<file path="src/rtl/avalon_mm_cmd_queue_if.sv">
// Signal bundle between a requester, the command queue and a downstream Avalon MM master.
// The slave modport is the queue's view; the master modport is the requester/master side.
interface avalon_mm_cmd_queue_if #(
    parameter int unsigned WIDTH = 32,
    parameter int unsigned DEPTH = 4
);
    localparam int unsigned CW = $clog2(DEPTH) + 1;

    logic             cmd_valid;
    logic             cmd_ready;
    logic             cmd_rnw;
    logic [WIDTH-1:0] cmd_addr;
    logic [WIDTH-1:0] cmd_wdata;
    logic             rsp_valid;
    logic             rsp_rnw;
    logic [WIDTH-1:0] rsp_rdata;
    logic             start;
    logic             rnw;
    logic [WIDTH-1:0] address_to_access;
    logic [WIDTH-1:0] data_to_write;
    logic             done;
    logic [WIDTH-1:0] data_read;
    logic [CW-1:0]    fifo_count;
    logic             busy;

    modport slave (
        input  cmd_valid, cmd_rnw, cmd_addr, cmd_wdata, done, data_read,
        output cmd_ready, rsp_valid, rsp_rnw, rsp_rdata, start, rnw,
        output address_to_access, data_to_write, fifo_count, busy
    );

    modport master (
        output cmd_valid, cmd_rnw, cmd_addr, cmd_wdata, done, data_read,
        input  cmd_ready, rsp_valid, rsp_rnw, rsp_rdata, start, rnw,
        input  address_to_access, data_to_write, fifo_count, busy
    );
endinterface

</file>
<file path="src/rtl/avalon_mm_cmd_queue.sv">
// Command queue in front of an Avalon MM master: buffers requests in a circular FIFO
// and issues them one at a time, returning one response pulse per completed command.
module avalon_mm_cmd_queue #(
    parameter int unsigned WIDTH = 32,
    parameter int unsigned DEPTH = 4
) (
    input logic                  CLK,
    input logic                  RESET,
    avalon_mm_cmd_queue_if.slave bus
);
    localparam int unsigned AW = $clog2(DEPTH);
    localparam int unsigned CW = $clog2(DEPTH) + 1;

    typedef enum logic [1:0] {S_IDLE, S_ISSUE, S_WAIT} state_e;

    state_e           state_q, state_d;
    logic [DEPTH-1:0] rnw_mem;
    logic [WIDTH-1:0] addr_mem  [DEPTH];
    logic [WIDTH-1:0] wdata_mem [DEPTH];
    logic [AW-1:0]    wr_ptr_q, rd_ptr_q;
    logic [CW-1:0]    count_q;
    logic             cmd_rnw_q;
    logic [WIDTH-1:0] cmd_addr_q, cmd_wdata_q;
    logic             rsp_valid_q, rsp_rnw_q;
    logic [WIDTH-1:0] rsp_rdata_q;
    logic             not_full, push, pop, complete;

    assign not_full = (count_q != CW'(DEPTH));
    assign push     = bus.cmd_valid & not_full;

    always_comb begin
        state_d  = state_q;
        pop      = 1'b0;
        complete = 1'b0;
        unique case (state_q)
            S_IDLE: begin
                if (count_q != '0) begin
                    pop     = 1'b1;
                    state_d = S_ISSUE;
                end
            end
            S_ISSUE: state_d = S_WAIT;
            S_WAIT: begin
                if (bus.done) begin
                    complete = 1'b1;
                    state_d  = S_IDLE;
                end
            end
            default: state_d = S_IDLE;
        endcase
    end

    // Storage needs no reset; the pointers define which entries are live.
    // Write data is zeroed here so reads never present stale data downstream.
    always_ff @(posedge CLK) begin
        if (push) begin
            rnw_mem[wr_ptr_q]   <= bus.cmd_rnw;
            addr_mem[wr_ptr_q]  <= bus.cmd_addr;
            wdata_mem[wr_ptr_q] <= bus.cmd_rnw ? '0 : bus.cmd_wdata;
        end
    end

    always_ff @(posedge CLK or posedge RESET) begin
        if (RESET) begin
            state_q     <= S_IDLE;
            wr_ptr_q    <= '0;
            rd_ptr_q    <= '0;
            count_q     <= '0;
            cmd_rnw_q   <= 1'b0;
            cmd_addr_q  <= '0;
            cmd_wdata_q <= '0;
            rsp_valid_q <= 1'b0;
            rsp_rnw_q   <= 1'b0;
            rsp_rdata_q <= '0;
        end else begin
            state_q     <= state_d;
            rsp_valid_q <= complete;
            if (push) wr_ptr_q <= wr_ptr_q + 1'b1;
            if (pop) begin
                rd_ptr_q    <= rd_ptr_q + 1'b1;
                cmd_rnw_q   <= rnw_mem[rd_ptr_q];
                cmd_addr_q  <= addr_mem[rd_ptr_q];
                cmd_wdata_q <= wdata_mem[rd_ptr_q];
            end
            if (push && !pop) begin
                count_q <= count_q + 1'b1;
            end else if (pop && !push) begin
                count_q <= count_q - 1'b1;
            end
            if (complete) begin
                rsp_rnw_q   <= cmd_rnw_q;
                rsp_rdata_q <= cmd_rnw_q ? bus.data_read : '0;
            end
        end
    end

    assign bus.cmd_ready         = not_full;
    assign bus.rsp_valid         = rsp_valid_q;
    assign bus.rsp_rnw           = rsp_rnw_q;
    assign bus.rsp_rdata         = rsp_rdata_q;
    assign bus.start             = (state_q == S_ISSUE);
    assign bus.rnw               = cmd_rnw_q;
    assign bus.address_to_access = cmd_addr_q;
    assign bus.data_to_write     = cmd_wdata_q;
    assign bus.fifo_count        = count_q;
    assign bus.busy              = (state_q != S_IDLE) || (count_q != '0);
endmodule

</file>
<file path="src/flat_wrapper.sv">
// flat-port wrapper written by rule: the top's interface ports become plain ports
module avalon_mm_cmd_queue_flat 
#(
    parameter int unsigned WIDTH = 32,
    parameter int unsigned DEPTH = 4
)
  (CLK, RESET, bus_cmd_valid, bus_cmd_rnw, bus_cmd_addr, bus_cmd_wdata, bus_done, bus_data_read, bus_cmd_ready, bus_rsp_valid, bus_rsp_rnw, bus_rsp_rdata, bus_start, bus_rnw, bus_address_to_access, bus_data_to_write, bus_fifo_count, bus_busy);
  avalon_mm_cmd_queue_if #(.WIDTH(WIDTH), .DEPTH(DEPTH)) bus_i ();
  input logic CLK;
  input logic RESET;
  input wire logic [$bits(bus_i.cmd_valid)-1:0] bus_cmd_valid;
  input wire logic [$bits(bus_i.cmd_rnw)-1:0] bus_cmd_rnw;
  input wire logic [$bits(bus_i.cmd_addr)-1:0] bus_cmd_addr;
  input wire logic [$bits(bus_i.cmd_wdata)-1:0] bus_cmd_wdata;
  input wire logic [$bits(bus_i.done)-1:0] bus_done;
  input wire logic [$bits(bus_i.data_read)-1:0] bus_data_read;
  output wire logic [$bits(bus_i.cmd_ready)-1:0] bus_cmd_ready;
  output wire logic [$bits(bus_i.rsp_valid)-1:0] bus_rsp_valid;
  output wire logic [$bits(bus_i.rsp_rnw)-1:0] bus_rsp_rnw;
  output wire logic [$bits(bus_i.rsp_rdata)-1:0] bus_rsp_rdata;
  output wire logic [$bits(bus_i.start)-1:0] bus_start;
  output wire logic [$bits(bus_i.rnw)-1:0] bus_rnw;
  output wire logic [$bits(bus_i.address_to_access)-1:0] bus_address_to_access;
  output wire logic [$bits(bus_i.data_to_write)-1:0] bus_data_to_write;
  output wire logic [$bits(bus_i.fifo_count)-1:0] bus_fifo_count;
  output wire logic [$bits(bus_i.busy)-1:0] bus_busy;
  assign bus_i.cmd_valid = bus_cmd_valid;
  assign bus_i.cmd_rnw = bus_cmd_rnw;
  assign bus_i.cmd_addr = bus_cmd_addr;
  assign bus_i.cmd_wdata = bus_cmd_wdata;
  assign bus_i.done = bus_done;
  assign bus_i.data_read = bus_data_read;
  assign bus_cmd_ready = bus_i.cmd_ready;
  assign bus_rsp_valid = bus_i.rsp_valid;
  assign bus_rsp_rnw = bus_i.rsp_rnw;
  assign bus_rsp_rdata = bus_i.rsp_rdata;
  assign bus_start = bus_i.start;
  assign bus_rnw = bus_i.rnw;
  assign bus_address_to_access = bus_i.address_to_access;
  assign bus_data_to_write = bus_i.data_to_write;
  assign bus_fifo_count = bus_i.fifo_count;
  assign bus_busy = bus_i.busy;
  avalon_mm_cmd_queue #(.WIDTH(WIDTH), .DEPTH(DEPTH)) u_core (.CLK(CLK), .RESET(RESET), .bus(bus_i));
endmodule
</file>
<file path="config.mk">
export PLATFORM = sky130hd
export DESIGN_NAME = avalon_mm_cmd_queue_flat
export DESIGN_NICKNAME = d
export VERILOG_FILES = /design/src/rtl/avalon_mm_cmd_queue_if.sv /design/src/rtl/avalon_mm_cmd_queue.sv /design/src/flat_wrapper.sv
export SDC_FILE = /design/constraint.sdc
export NUM_CORES = 1
export LEC_CHECK = 0
export CAP_MARGIN = 15
export CORE_MARGIN = 2
export CORE_UTILIZATION = 60
export CTS_BUF_LIST = sky130_fd_sc_hd__clkbuf_4 sky130_fd_sc_hd__clkbuf_8
export CTS_CLUSTER_DIAMETER = 200
export CTS_CLUSTER_SIZE = 20
export DETAILED_ROUTE_END_ITERATION = 10
export MAX_ROUTING_LAYER = met4
export PLACE_DENSITY = 0.87
export RECOVER_POWER = 100
export SYNTH_ARGS = -nofsm -noshare
export SYNTH_HDL_FRONTEND = slang
export SYNTH_SLANG_ARGS = --single-unit
export TNS_END_PERCENT = 20
</file>
<file path="constraint.sdc">
create_clock -name CLK -period 10.8 [get_ports CLK]
set_input_delay 3.24 -clock CLK [delete_from_list [all_inputs] [get_ports CLK]]
set_output_delay 3.24 -clock CLK [all_outputs]
set_load 0.01 [all_outputs]
</file>
==> flow_results.org <==
** Clock tree
- Clock tree from TritonCTS :: built
- Root buf cell :: clkbuf_8
- At the later pin of the worst-skew pair, clock insertion delay measures ~550 ps.
- Post-CTS Hold Fix Bufs :: 0
- After clock tree synthesis, the repair step resized 0 gates.
- Number of buffers inserted by post-CTS setup repair :: 0
- CTS H-tree lvls :: 1
- CTS Buf Count :: 22
- Clock transition at the registers of the reported paths :: between 100 and 150 ps
- The clock passes through at most 3 buffers.
- Count of clock tree sinks :: approximately 370

** Drt
- Final antenna-violating net count :: 0
- Wire length per cell after detailed routing :: 21.25 microns
- DRC viols :: 0
- For this run, the detailed router's first-pass iteration total came to 5.
- The detailed router placed 6,821 vias in this run.
- Drt total wl :: roughly 25,000 microns
- Using the TritonRoute via totals, the vias-per-cell ratio works out to 5.694.
- First DRT Iteration DRCs :: roughly 470

** Critical path
- Critical path, cell by cell :: dlygate4sd3_1 -> a21boi_0 -> and2_0
- Crit Path Max Fanout :: 65
- Critical path launch point type :: primary input
- Cell with the largest stage delay on the worst path :: and2_0
- Data arrival time at the worst-slack endpoint :: 7880 ps
- The worst setup path is captured at a flop.
- STA puts the critical path data required time at approximately 11,000 ps.
- Counting cells, the worst reg-to-reg path comes to 3.
- The setup path with the least slack is of type in2reg.
- For this run, the slowest stage of the critical path takes approximately 3400 ps.

** Pwr
- Peak supply drop :: roughly 0.14 mV
- Dividing total power by cell area gives a power density of 262.0 mW/mm^2.
- The analysis attributes to cell leakage a power of 5.938 nW.

** Final layout
- Number of nets in the layout :: ~1,000
- Layout cells sized above 1 :: 0.1993
- Final Instance Count excl. Fillers :: between 1,000 and 1,500
- 0 antenna diodes ended up in the layout.
- Area added between synthesis and finish :: 19.58%

** Global route
- Vias in the first global route :: around 6,900
- Entering global routing, the biggest net connects between 70 and 80 pins.
- Total global-route track usage :: 0.2181
- Initial antenna violation count :: 0
- The total overflow left after global routing is 0.
- First-pass GRT wire length :: a little under 40,000 microns

** Hold path
- In this run the worst hold path is classified as reg2reg.
- The worst hold path was traced through 2 stages.

** Placement
- RD Place Congestion :: around 0.72
- The count of buffers added on input and output ports is just over 200.
- In this run, placement finished with an instance count of roughly 1,200.
- After legalization and detailed placement, the total HPWL measured ~16,000 microns.

** Synthesis
- In the synthesized netlist the async set-or-reset flop fraction comes to 0.2935.
- Of the post-synthesis cell area, the dominant cell type holds 0.5658.
- Mean instance size in the synthesized netlist :: 19.71 sq um
- Count of different cell masters after synthesis :: 27
- Count leader, synth :: edfxtp_1
- Sequential element share of the synthesized area :: 0.7616
- Top cells by area, synth :: edfxtp_1 57%, dfrtp_1 20%, mux4_2 11%
- The commonest cells after synthesis are 260 x edfxtp_1, 108 x dfrtp_1, 68 x mux2_2.
- Number of instances in the synthesized netlist :: 700
- In this run, synthesis produced a sequential element count of ~370.
- Synth warnings :: 0
- Count of flip-flops with a built-in enable after synthesis :: 260
- The largest total area in the synthesized netlist belongs to edfxtp_1.
- The number of nets in the synthesized netlist is 807.
- Mapped Area :: around 0.014 sq mm
- Among all flip-flop cells after synthesis, the most frequent one is edfxtp_1.

** Timing
- Max Transition Viols Final :: around 340
- At the pin with the least slew margin, the transition time is roughly 4700 ps.
- The number of hold violations in the final report is 0.
- Of the available clock period, the critical path in the final layout requires 0.7274.
- In the final timing run, aggregate negative setup slack is 0 ps.
- Setup violations remaining at the end of the flow were counted as 0.
- In this run the tightest slew margin relative to its limit is -2.121.
- Peak clock frequency supported by timing :: 0.1273 GHz
- Between clock sinks in the finished design, the worst skew comes to approximately 25 ps.
- RSZ-0062 raised after global routing :: no
- Worst hold slack :: between 400 and 500 ps
- The worst path in the final design needs a cycle of ~8000 ps, including I/O delays and setup.

** Floorplanning
- The initial utilization of the core area, before any placement, comes to 0.6095.
- Placement Rows :: 55
- The floorplan step set the die height to roughly 160 microns.
- The floorplan step defined a die boundary enclosing between 0.02 and 0.025 sq mm.
- The total area inside the core boundary comes to 0.02264 sq mm.
- Number of top-level pins :: around 200
- The die is 155.7 microns wide.

** Run status
- The flow ran to the end, but the final reports show violations.
- Violated checks :: max-capacitance violations, max-slew violations

** Run
- Number of maximum-capacitance violations :: 6
## logic make-up after synthesis
group                    Yosys count  synth area share
adder cells (fa/ha/maj)            6          0.005984
buffers and inverters             42           0.01650
AO/OA/AOI/OAI                     33           0.01215
XOR/XNOR                           6          0.003808
flip-flops                       368            0.7616
multiplexers                     133            0.1616
AND/OR/NAND/NOR                  112           0.03835
## worst max-delay path, delay by kind of cell
| kind | cells | cell delay (ps) |
|---|---|---|
| AOI/OAI and AO/OA | 1 | 630 |
| buffers and inverters | 1 | 510 |
| and+or+nand+nor | 1 | 3420 |
## flip-flops by register name, summed over array words and instances (netlist names)
name	cells
u_core.addr_mem	128
u_core.wdata_mem	128
u_core.bus.address_to_access	32
u_core.bus.data_to_write	32
u_core.bus.rsp_rdata	32
u_core.rnw_mem	4
u_core.bus.fifo_count	3
u_core.rd_ptr_q	2
u_core.state_q	2
u_core.wr_ptr_q	2
u_core.bus.rnw	1
u_core.bus.rsp_rnw	1
u_core.bus.rsp_valid	1
## per-stage QoR
step             util  setup slack, ps  total power [W]  cell area (sq um)
3_3_place_gp   0.7088             5313         0.003680              16050
4_1_cts        0.7288             5221         0.004391              16500
5_1_grt        0.7288             2551         0.004565              16500
2_1_floorplan       -             4714         0.003104              13800
6_report       0.7288             2944         0.004323              16500
3_5_place_dp   0.7088             5319         0.003743              16050
## metal layers
metal  share of wire  vias up  global-route usage
li1                -     3052                   -
met1            0.40     3464              0.2907
met2            0.52      270              0.3641
met3           0.066       35             0.03389
met5               0        -                   -
met4           0.018        0             0.04937
## path summary, 6_finish.rpt
| path | slack, ps | from | to |
|---|---|---|---|
| hold reg to reg | 490 | u_core.bus.rsp_rdata[4] | u_core.bus.rsp_rdata[4] |
| min in group asynchronous | 3560 | RESET | u_core.bus.rsp_rdata[0] |
| max in group asynchronous | 5480 | RESET | u_core.rd_ptr_q[0] |
| setup reg to reg | 5590 | u_core.bus.fifo_count[0] | u_core.wdata_mem[0][2] |
| hold / removal | 490 | u_core.bus.rsp_rdata[4] | u_core.bus.rsp_rdata[4] |
| setup / recovery | 2940 | bus_cmd_valid | u_core.wdata_mem[0][2] |
## final cells by class
| type | count | area [sq um] |
|---|---|---|
| Clock inverter | 1 | 16.27 |
| Inverter | 6 | 23.77 |
| Sequential cell | 368 | 10510 |
| Clock buffer | 39 | 436.7 |
| Fill cell | 1318 | 6140 |
| Tap cell | 285 | 356.6 |
| Timing Repair Buffer | 209 | 2085 |
| Multi-Input combinational cell | 290 | 3069 |
## cells in the final DEF, fill, tap and decap left out, drive strengths merged, types with 32 or more instances in the layout
cell / count
nand2: 66
dfrtp: 108
edfxtp: 260
clkdlybuf4s50: 64
mux4: 65
dlygate4sd3: 140
nor2b: 33
clkbuf: 41
mux2: 68
o21ai: 32
## power breakdown
part	leakage, nW	switching (W)	internal, W	total [W]
logic	1.98	0.000643	0.000862	0.00150
clock network	0.246	0.000397	0.000258	0.000655
registers	3.71	0.000221	0.00194	0.00216
total	5.94	0.00126	0.00306	0.00432
Power figures use the tool's default switching activity.
